===== config.mk =====
export PLATFORM = sky130hd
export DESIGN_NAME = counter_pingpong_ctrl
export DESIGN_NICKNAME = d
export VERILOG_FILES = /design/src/rtl/counter_pingpong_ctrl.sv
export SDC_FILE = /design/constraint.sdc
export NUM_CORES = 1
export LEC_CHECK = 0
export BUFFER_PORTS_ARGS = -buffer_cell sky130_fd_sc_hd__clkbuf_2
export CORE_MARGIN = 2
export CORE_UTILIZATION = 45
export CTS_CLUSTER_SIZE = 14
export DETAILED_ROUTE_END_ITERATION = 8
export GPL_ROUTABILITY_DRIVEN = 0
export MAX_ROUTING_LAYER = met4
export PLACE_DENSITY = 0.69
export SKIP_LAST_GASP = 1
export SYNTH_ARGS = -nofsm -noshare
export SYNTH_HDL_FRONTEND = slang
export SYNTH_SLANG_ARGS = --single-unit

===== constraint.sdc =====
create_clock -name clk -period 4.6 [get_ports clk]
set_input_delay 0 -clock clk [delete_from_list [all_inputs] [get_ports clk]]
set_output_delay 0 -clock clk [all_outputs]
set_load 0.01 [all_outputs]

===== src/rtl/counter_pingpong_ctrl.sv =====
// counter_pingpong_ctrl
// Sequences an external up/down loadable counter so that it bounces between
// two turn-around values. A run loads a start value, counts up to the upper
// value, back down to the lower value, and repeats. One round is credited
// each time the counter turns around at the lower value. The run ends on an
// abort request or, when a round limit is configured, after that many rounds.

module counter_pingpong_ctrl #(
  parameter int WIDTH  = 8,
  parameter int ROUNDS = 4
) (
  input  logic             clk,
  input  logic             rst,
  input  logic             start,
  input  logic             stop,
  input  logic [WIDTH-1:0] cfg_start,
  input  logic [WIDTH-1:0] cfg_hi,
  input  logic [WIDTH-1:0] cfg_lo,
  input  logic [WIDTH-1:0] count,
  output logic             load,
  output logic [WIDTH-1:0] data,
  output logic             u_d,
  output logic             busy,
  output logic [WIDTH-1:0] rounds,
  output logic             done,
  output logic             err
);

  typedef enum logic [1:0] {
    S_IDLE = 2'd0,
    S_LOAD = 2'd1,
    S_UP   = 2'd2,
    S_DOWN = 2'd3
  } state_t;

  // Round limit as a WIDTH-bit value so it can be compared with the
  // wrapping round counter. A limit of zero disables auto-stop entirely.
  localparam logic [WIDTH-1:0] ROUNDS_LIMIT = WIDTH'(ROUNDS);
  localparam logic [WIDTH-1:0] ROUND_STEP   = WIDTH'(1);

  state_t           state_q, state_d;
  logic [WIDTH-1:0] data_q, data_d;
  logic [WIDTH-1:0] rounds_q, rounds_d;
  logic [WIDTH-1:0] hi_r_q, hi_r_d;
  logic [WIDTH-1:0] lo_r_q, lo_r_d;
  logic             done_q, done_d;
  logic             err_q, err_d;

  logic             cfg_valid;
  logic [WIDTH-1:0] rounds_inc;

  // A configuration is usable only if the window is non-empty and the start
  // value lies inside it (inclusive at both ends).
  assign cfg_valid  = (cfg_lo < cfg_hi) && (cfg_start >= cfg_lo) && (cfg_start <= cfg_hi);
  assign rounds_inc = rounds_q + ROUND_STEP;

  // Next-state and next-output computation; stop while busy overrides every
  // other transition, and start is only honoured from IDLE without stop.
  always_comb begin
    state_d  = state_q;
    data_d   = data_q;
    rounds_d = rounds_q;
    hi_r_d   = hi_r_q;
    lo_r_d   = lo_r_q;
    done_d   = 1'b0;
    err_d    = 1'b0;

    if (stop && (state_q != S_IDLE)) begin
      state_d = S_IDLE;
    end else begin
      case (state_q)
        S_IDLE: begin
          if (start && !stop) begin
            if (cfg_valid) begin
              state_d  = S_LOAD;
              data_d   = cfg_start;
              hi_r_d   = cfg_hi;
              lo_r_d   = cfg_lo;
              rounds_d = '0;
            end else begin
              err_d = 1'b1;
            end
          end
        end
        S_LOAD: begin
          state_d = S_UP;
        end
        S_UP: begin
          if (count == hi_r_q) begin
            state_d = S_DOWN;
          end
        end
        S_DOWN: begin
          if (count == lo_r_q) begin
            rounds_d = rounds_inc;
            if ((ROUNDS != 0) && (rounds_inc == ROUNDS_LIMIT)) begin
              state_d = S_IDLE;
              done_d  = 1'b1;
            end else begin
              state_d = S_UP;
            end
          end
        end
        default: begin
          state_d = S_IDLE;
        end
      endcase
    end
  end

  // Register all FSM state, the latched configuration and the pulse outputs.
  always_ff @(posedge clk or negedge rst) begin
    if (!rst) begin
      state_q  <= S_IDLE;
      data_q   <= '0;
      rounds_q <= '0;
      hi_r_q   <= '0;
      lo_r_q   <= '0;
      done_q   <= 1'b0;
      err_q    <= 1'b0;
    end else begin
      state_q  <= state_d;
      data_q   <= data_d;
      rounds_q <= rounds_d;
      hi_r_q   <= hi_r_d;
      lo_r_q   <= lo_r_d;
      done_q   <= done_d;
      err_q    <= err_d;
    end
  end

  // Direction is chosen one step ahead so the counter turns exactly at the
  // latched limits instead of overshooting them.
  always_comb begin
    u_d = 1'b1;
    case (state_q)
      S_UP:    u_d = (count != hi_r_q);
      S_DOWN:  u_d = (count == lo_r_q);
      default: u_d = 1'b1;
    endcase
  end

  assign load   = (state_q == S_LOAD);
  assign busy   = (state_q != S_IDLE);
  assign data   = data_q;
  assign rounds = rounds_q;
  assign done   = done_q;
  assign err    = err_q;

endmodule


==> impl_metrics.csv, run 1 <==
group,metric,value,unit
status,outcome,"finished clean",
setup_path,r2r-end,"data[3]",
setup_path,reg2reg_from,"state_q[1]",
synthesis,synthXorXnorAreaFrac,6.56,%
synthesis,avgSynthCellArea,10.3,um^2
timing,fin_worst_hold_slack,1.14,ps
synthesis,syn_inst,233,
layout,antenna_cells,0,
route,route.detailed.drc,0,
hold_path,hold_path_class,"in -> reg",
setup_path,startpoint_type,"input port",
synthesis,ys_types,44,
cts,numCtsBuffers,5,
timing,post-route-period-util,63.5,%
setup_path,reg2reg_depth,5,
cts,h-tree-depth,2,
cts,clk_pin_slew,70,ps
setup_path,crit_slowest_cell,"dlygate4sd3_1",
cts,clock_sinks,36,
grt,gr-total-overflow,0,
setup_path,worstSetupPathType,"in -> reg",
synthesis,yosys.area_share.simple,12.4,%
layout,area_growth,22.6,%
synthesis,async_reset_ff_share,100,%
setup_path,r2r_slack,2130,ps
placement,io_buffers,56,
placement,dp.cells,352,
route,top_layer_used,"met4",
grt,gr-usage-all-layers,20.2,%
hold_path,holdPathStages,2,
cts,tritoncts,"yes",
setup_path,slowest_delay,540,ps
synthesis,synth-seq-cells,36,
route,wl_met1,2520,um
timing,relSlewSlack,41.4,%
layout,fin_util,57.4,%
grt,antenna_found_initial,0,
synthesis,synth.yosys.warnings,0,
timing,slew_viol_final,0,
pwr,power_density,381,nW/um^2
layout,final_area,2950,um^2
synthesis,yosysTopAreaCell,"dfrtp_1",
synthesis,synth.area.top_cells,"dfrtp_1 (37%), ha_1 (13%), mux2_4 (5.6%)",
setup_path,cp.required,4780,ps
die,dieArea,5940,um^2
route,vias,1971,
synthesis,synth_compound_area_share,19.5,%
grt,grt_pass1_vias,1965,
layout,drive_gt1_share,30.1,%
route,first_pass_iters,4,
synthesis,synth_nets,294,
route,routed_wl,5370,um
synthesis,synth_edf_count,0,
timing,grt_setup_unrepaired,"no",
route,drt-vias-per-instance,5.30,
synthesis,synthAdderAreaFrac,13.0,%
route,wl_per_cell,14.4,um
synthesis,ys.flop_type,"dfrtp_1",
die,rows,26,
timing,hold_violations,0,
route,drtAntennaViolNets,0,
pwr,peakVddDrop,0.160,mV
synthesis,synth.cell_area,2400,um^2
hold_path,worstHoldStart,"cfg_start[3]",
synthesis,netlist.area_leader.share,37.5,%
timing,worst_pin_slew,879,ps
synthesis,yosys-mux-area-fraction,6.04,%
die,coreArea,5140,um^2
placement,hpwl,4110,um
synthesis,synthTopCellsByCount,"dfrtp_1 (36), ha_1 (25), o21ai_0 (23)",
synthesis,synth_top_family_by_area,"compound AO/OA/AOI/OAI gates",
cts,cts_repair_resize_count,0,
die,die_x,77.1,um
timing,fin_tns_setup,0,ps
setup_path,worst-path-max-fanout,19,
setup_path,crit_chain,"dlygate4sd3_1, clkbuf_2, ha_1, nand2b_1, a2111oi_0, o31ai_1, nand4_4, or2_1, buf_4, mux2_4",
die,start_util,46.8,%
grt,grt_pass1_wl,9320,um
setup_path,endpoint_kind,"flop",
job,maxCapViolCount,0,
synthesis,ys_seq_area_share,37.5,%
timing,setup_viol,0,
placement,placed_cell_area,2730,um^2
cts,insertion_delay,290,ps
die,pin_count,57,
grt,grt_max_degree,37,
layout,final_nets,362,
hold_path,hold_end,"data[3]",
route,dr_wl_met2,2610,um
die,die_h,77.1,um
layout,final_cells,372,
cts,root_buffer,"clkbuf_8",
synthesis,yosysMostFrequentCell,"dfrtp_1",
cts,clockBufferDepth,2,
timing,fin_crit,2920,ps
timing,final.setup_skew,1.25,ps
route,dr_wl_met3,180,um
route,drt_iter0_drc,70,
setup_path,crit_arrival,3100,ps
pwr,p_leak,1.44,nW
timing,fmax,342,MHz
==> cell usage in the layout (no fill, tap or decap), types with 8 or more instances in the layout <==
cell / n
dlygate4sd3_1: 12
inv_1: 20
dfrtp_1: 36
xor2_1: 9
xnor2_1: 9
clkbuf_2: 56
o21ai_2: 9
o21ai_0: 23
nand2_1: 8
ha_1: 25
nor2_1: 10
mux2_4: 9
==> through the flow <==
step	setup slack, ps	power, W
after global routing	1420	0.00120
after detailed placement	1920	0.000887
final	1680	0.00112
after CTS	1700	0.00113
after floorplan	2680	0.000752
after global placement	1940	0.000878
==> critical path: cells and delay by family <==
family,cells,cell delay [ps]
AOI/OAI and AO/OA,2,670
adders and majority gates,1,270
and+or+nand+nor,3,740
buffers and inverters,3,1060
muxes,1,330
==> layer usage <==
| layer | global-route usage, % | vias to the layer above |
|---|---|---|
| met3 | 4.12 | 4 |
| met1 | 26.9 | 943 |
| met5 | - | - |
| met4 | 5.36 | 0 |
| li1 | - | 984 |
| met2 | 31.8 | 40 |
==> how the worst max path moves through the flow <==
stage	depth (start not counted)	slack (ps)	endpoint	startpoint
2_1_floorplan	8	2680	data[1]	cfg_hi[6]
3_3_place_gp	10	1940	data[4]	cfg_start[0]
3_5_place_dp	10	1920	data[3]	cfg_start[0]
4_1_cts	10	1700	data[3]	cfg_lo[0]
5_1_grt	10	1420	data[3]	cfg_lo[0]
6_report	10	1680	data[3]	cfg_lo[0]
==> repair_timing <==
| action | CTS | global route |
|---|---|---|
| setup buffers | 0 | 0 |
| hold buffers | 12 | 0 |
| hold endpoints to repair | 49 | 0 |
==> where the power goes <==
part / switching (W) / internal [W] / total [W] / leakage (nW)
Clock: 0.000113 / 0.000122 / 0.000235 / 0.0445
Sequential: 0.0000867 / 0.000420 / 0.000507 / 0.463
Combinational: 0.000179 / 0.000201 / 0.000380 / 0.937
==> area by class of cell <==
| cell class | count | area (um^2) |
|---|---|---|
| Fill cell | 487 | 2190 |
| Multi-Input combinational cell | 169 | 1380 |
| Sequential cell | 36 | 901 |
| Clock inverter | 1 | 7.51 |
| Inverter | 20 | 75.1 |
| Tap cell | 70 | 87.6 |
| Clock buffer | 7 | 86.3 |
| Timing Repair Buffer | 69 | 408 |
==> cells by family (layout without fill, tap and decap cells) <==
family / Yosys count / count (layout)
buffers and inverters: 28 / 97
and+or+nand+nor: 52 / 52
DFF: 36 / 36
AOI/OAI and AO/OA: 64 / 64
xor gates and xnor gates: 18 / 18
muxes: 10 / 10
adders and majority gates: 25 / 25
==> state kept, by name, summed over array words and instances, names as in the netlist <==
register and count:
lo_r_q 8, state_q 2, data 8, err 1, done 1, rounds 8
hi_r_q 8
(Power assumes the default switching activity.)
==> inputs of run 2 (changes only) <==
PLACE_DENSITY = 0.71   (was 0.69)
clock period = 2.4 ns   (was 4.6 ns; I/O delays follow)
==> run 2 against run 1 <==
Final cell count rose by 1.6%. Clock skew rose by 12 ps. Register-to-register slack got worse by 1800 ps. Combinational power rose by 94%. Sequential power rose by 92%. Via count rose by 2.0%. Largest cell class unchanged.
==> impl_metrics.csv, run 2 (synthesized netlist as in run 1, its figures left out) <==
group,metric,value,unit
job,maxCapViolCount,0,
layout,final_nets,368,
timing,fmax,444,MHz
setup_path,startpoint_type,"input port",
route,vias,2010,
status,outcome,"finished clean",
timing,fin_crit,2250,ps
timing,grt_setup_unrepaired,"yes",
grt,antenna_found_initial,0,
timing,final.setup_skew,12.8,ps
die,pin_count,57,
layout,layout_common_cells,"clkbuf_2 (56), dfrtp_1 (36), ha_1 (25)",
route,dr_wl_met3,222,um
placement,io_buffers,56,
timing,relSlewSlack,40.0,%
die,start_util,46.8,%
timing,hold_violations,0,
placement,pre_cts_ws,184,ps
setup_path,crit_arrival,2430,ps
grt,gr-total-overflow,0,
cts,tritoncts,"yes",
route,wl_met1,2540,um
hold_path,hold_path_class,"in -> reg",
cts,numCtsBuffers,5,
cts,postCtsSetupRepairBufs,0,
grt,grt_pass1_vias,2043,
route,drt-vias-per-instance,5.32,
die,dieArea,5940,um^2
die,die_x,77.1,um
layout,antenna_cells,0,
setup_path,worstSetupPathType,"in -> reg",
layout,drive_gt1_share,31.5,%
grt,grt_pass1_wl,9500,um
route,dr_wl_met2,2690,um
pwr,p_leak,1.48,nW
cts,insertion_delay,300,ps
grt,gr-usage-all-layers,20.6,%
timing,setup_viol,0,
timing,slew_viol_final,0,
pwr,power_density,713,nW/um^2
placement,hpwl,4190,um
die,die_h,77.1,um
setup_path,endpoint_kind,"flop",
layout,final.fill_count,467,
setup_path,cp.required,2570,ps
timing,worst_pin_slew,900,ps
layout,area_growth,25.7,%
route,wl_per_cell,14.6,um
layout,seq_area,901,um^2
die,rows,26,
setup_path,worst-path-max-fanout,29,
cts,clk_pin_slew,80,ps
layout,multi_input_area,1400,um^2
layout,fin_util,58.8,%
cts,h-tree-depth,2,
route,route.detailed.drc,0,
route,top_layer_used,"met4",
timing,setup_ws,147,ps
placement,dp.cells,355,
cts,clock_sinks,36,
route,drtAntennaViolNets,0,
cts,root_buffer,"clkbuf_8",
cts,clockBufferDepth,2,
layout,final_common_cell,"clkbuf_2",
route,drt_iter0_drc,100,
die,coreArea,5140,um^2
grt,grt_max_degree,37,
timing,post-route-period-util,93.9,%
pwr,peakVddDrop,0.263,mV
route,routed_wl,5500,um
route,first_pass_iters,4,
layout,final_cells,378,
pwr,power.total,0.00215,W
run 2: cell types whose count changed in the layout (fill, tap and decap cells not counted), sizes merged:
| cell | change |
|---|---|
| buf | +3 |
| clkbuf | -2 |
| clkinv | +1 |
| dlygate4sd3 | +3 |
| inv | +1 |
run 2: final cells by class:
class | count | area share, %
Clock inverter | 3 | 0.704
Clock buffer | 5 | 2.28
Sequential cell | 36 | 29.8
Multi-Input combinational cell | 169 | 46.2
Inverter | 20 | 2.48
Tap cell | 70 | 2.90
Timing Repair Buffer | 75 | 15.7
run 2: what timing repair did:
action                                  4_1_cts  5_1_grt
gates resized for setup                       0        4
hold endpoints to repair                     52        0
hold buffers                                 15        0
endpoints found under the setup margin        0       13
run 2: power by group:
part | internal, W | switching, W
clock network | 0.000206 | 0.000239
logic | 0.000397 | 0.000340
registers | 0.000804 | 0.000167
total | 0.00141 | 0.000746
run 2: worst max-delay path, stage by stage:
cell and delay, ps:
dlygate4sd3_1 530, clkbuf_2 110, ha_1 300, and3_1 210, nand2_1 70, o32a_2 410
nand4_4 110, or2_1 150, buf_12 220, mux2_4 310
run 2: per-stage QoR:
stage          hold WS, ps  TNS [ps]  area (um^2)
5_1_grt               18.9     -9.95         3020
3_5_place_dp           173         0         2770
4_1_cts               2.48         0         3010
2_1_floorplan         -296         0         2400
3_3_place_gp           165         0         2770
6_report              4.06         0         3020
run 2: metal layers:
metal / vias up / global-route usage (%)
met5: - / -
met2: 49 / 33.3
met4: 0 / 5.36
met3: 4 / 3.29
li1: 993 / -
met1: 964 / 27.2
run 2: final timing paths:
check                           depth (start not counted)  slack, ps   endpoint       from
worst max register to register                          6        280  rounds[5]  lo_r_q[7]
worst min register to register                          2        530    data[0]    data[0]
worst max-delay path                                   10        150  hi_r_q[0]  cfg_lo[7]
max in group asynchronous                               2       1470  hi_r_q[0]        rst
min in group asynchronous                               2        350  rounds[4]        rst
worst min-delay path                                    3          4  lo_r_q[2]  cfg_lo[2]
==> inputs of run 3 (changes only) <==
CORE_ASPECT_RATIO = 1.75   (was not set)
==> run 3 against run 2 <==
Die area increased by 0.39%. Fmax shrank 2.5%. Non-clock buffer count is 7 lower. Total power grew 0.55%. Cell area is 2.6% lower. Combinational power up 1%. Count of clock-buffer cells in the layout is 1 higher. Clock power about the same. Via count decreased by 0.35%. Wire length up 3.4%. Critical endpoint is now data[6]. Register-to-register slack got worse by 130 ps.
==> impl_metrics.csv, run 3 (synthesized netlist as in run 1, its figures left out) <==
group,metric,value,unit
route,first_pass_iters,4,
placement,pre_cts_ws,171,ps
timing,fmax,433,MHz
route,vias,2003,
layout,final_common_cell,"clkbuf_2",
timing,setup_viol,0,
layout,final_area,2940,um^2
route,drtAntennaViolNets,0,
timing,worst_pin_slew,876,ps
die,start_util,46.1,%
grt,gr-usage-all-layers,21.3,%
cts,numCtsBuffers,5,
layout,final_cells,356,
cts,insertion_delay,290,ps
placement,hpwl,4370,um
pwr,p_leak,1.46,nW
cts,clockBufferDepth,2,
route,drt_iter0_drc,104,
setup_path,cp.required,2570,ps
die,die_h,101,um
setup_path,worst-path-max-fanout,15,
die,dieArea,5970,um^2
cts,clk_pin_slew,70,ps
timing,setup_ws,88.5,ps
timing,fin_tns_setup,0,ps
placement,io_buffers,56,
cts,tritoncts,"yes",
route,dr_wl_met3,203,um
timing,post-route-period-util,96.3,%
layout,drive_gt1_share,31.9,%
route,wl_per_cell,16.0,um
die,pin_count,57,
pwr,power.total,0.00217,W
timing,grt_setup_unrepaired,"no",
timing,hold_violations,0,
die,coreArea,5210,um^2
placement,placed_cell_area,2740,um^2
setup_path,startpoint_type,"input port",
route,route.detailed.drc,0,
cts,root_buffer,"clkbuf_8",
layout,antenna_cells,0,
grt,antenna_found_initial,0,
grt,grt_pass1_vias,2055,
route,top_layer_used,"met4",
route,wl_met1,2180,um
hold_path,hold_path_class,"in -> reg",
placement,dp.cells,339,
status,outcome,"finished clean",
setup_path,worstSetupPathType,"in -> reg",
grt,grt_max_degree,37,
route,dr_wl_met2,3190,um
timing,slew_viol_final,0,
setup_path,crit_arrival,2480,ps
route,routed_wl,5690,um
die,die_x,59.3,um
layout,layout_common_cells,"clkbuf_2 (56), dfrtp_1 (36), ha_1 (25)",
pwr,power_density,736,nW/um^2
grt,gr-total-overflow,0,
layout,area_growth,22.4,%
cts,clock_sinks,36,
cts,h-tree-depth,2,
die,rows,35,
setup_path,endpoint_kind,"flop",
timing,fin_crit,2310,ps
timing,final.setup_skew,2.56,ps
grt,grt_pass1_wl,9350,um
timing,relSlewSlack,41.6,%
route,drt-vias-per-instance,5.63,
layout,final_nets,361,
job,maxCapViolCount,0,
pwr,peakVddDrop,0.284,mV
-- run 3: report_power, final --
part | internal [W] | total, W | switching (W)
combinational | 0.000391 | 0.000748 | 0.000357
sequential | 0.000805 | 0.000974 | 0.000169
clock | 0.000229 | 0.000443 | 0.000214
total | 0.00142 | 0.00217 | 0.000741
-- run 3: layout make-up --
type,instances,area (um^2)
Timing Repair Buffer,68,420
Clock inverter,2,10.0
Inverter,20,75.1
Multi-Input combinational cell,169,1390
Tap cell,55,68.8
Clock buffer,6,82.6
Sequential cell,36,901
Fill cell,493,2270
-- run 3: critical path: stages --
cell           delay, ps
dlygate4sd3_1        540
clkbuf_2             110
inv_1                100
ha_1                 240
nand2b_1             140
a2111oi_1            450
o31ai_1              190
nand4_4              100
or2_4                150
buf_12               160
mux2_4               310
-- run 3: path summary, 6_finish.rpt --
check | slack, ps | cells past startpoint | from | endpoint
hold / removal | 0.3 | 2 | cfg_start[5] | data[5]
setup / recovery | 90 | 11 | cfg_start[0] | data[6]
setup reg to reg | 150 | 6 | lo_r_q[0] | rounds[7]
max in group asynchronous | 1490 | 2 | rst | done
min in group asynchronous | 360 | 2 | rst | rounds[7]
hold reg to reg | 510 | 1 | data[1] | data[1]
-- run 3: routing by layer --
layer,up-vias,GRT usage [%]
met5,-,-
met4,0,9.79
met3,8,3.98
met2,44,36.6
met1,978,23.1
li1,973,-
-- run 3: through the flow --
stage | hold WS (ps) | util, %
6_report | 0.261 | 56.5
5_1_grt | 1.60 | 56.5
4_1_cts | 1.57 | 55.9
3_5_place_dp | 168 | 52.6
3_3_place_gp | 155 | 52.6
2_1_floorplan | -296 | -
-- run 3: timing repair --
action	4_1_cts	5_1_grt
endpoints found under the hold margin	45	0
resized for setup	0	3
endpoints found under the setup margin	0	12
buffers inserted	0	0
hold buffers	8	0
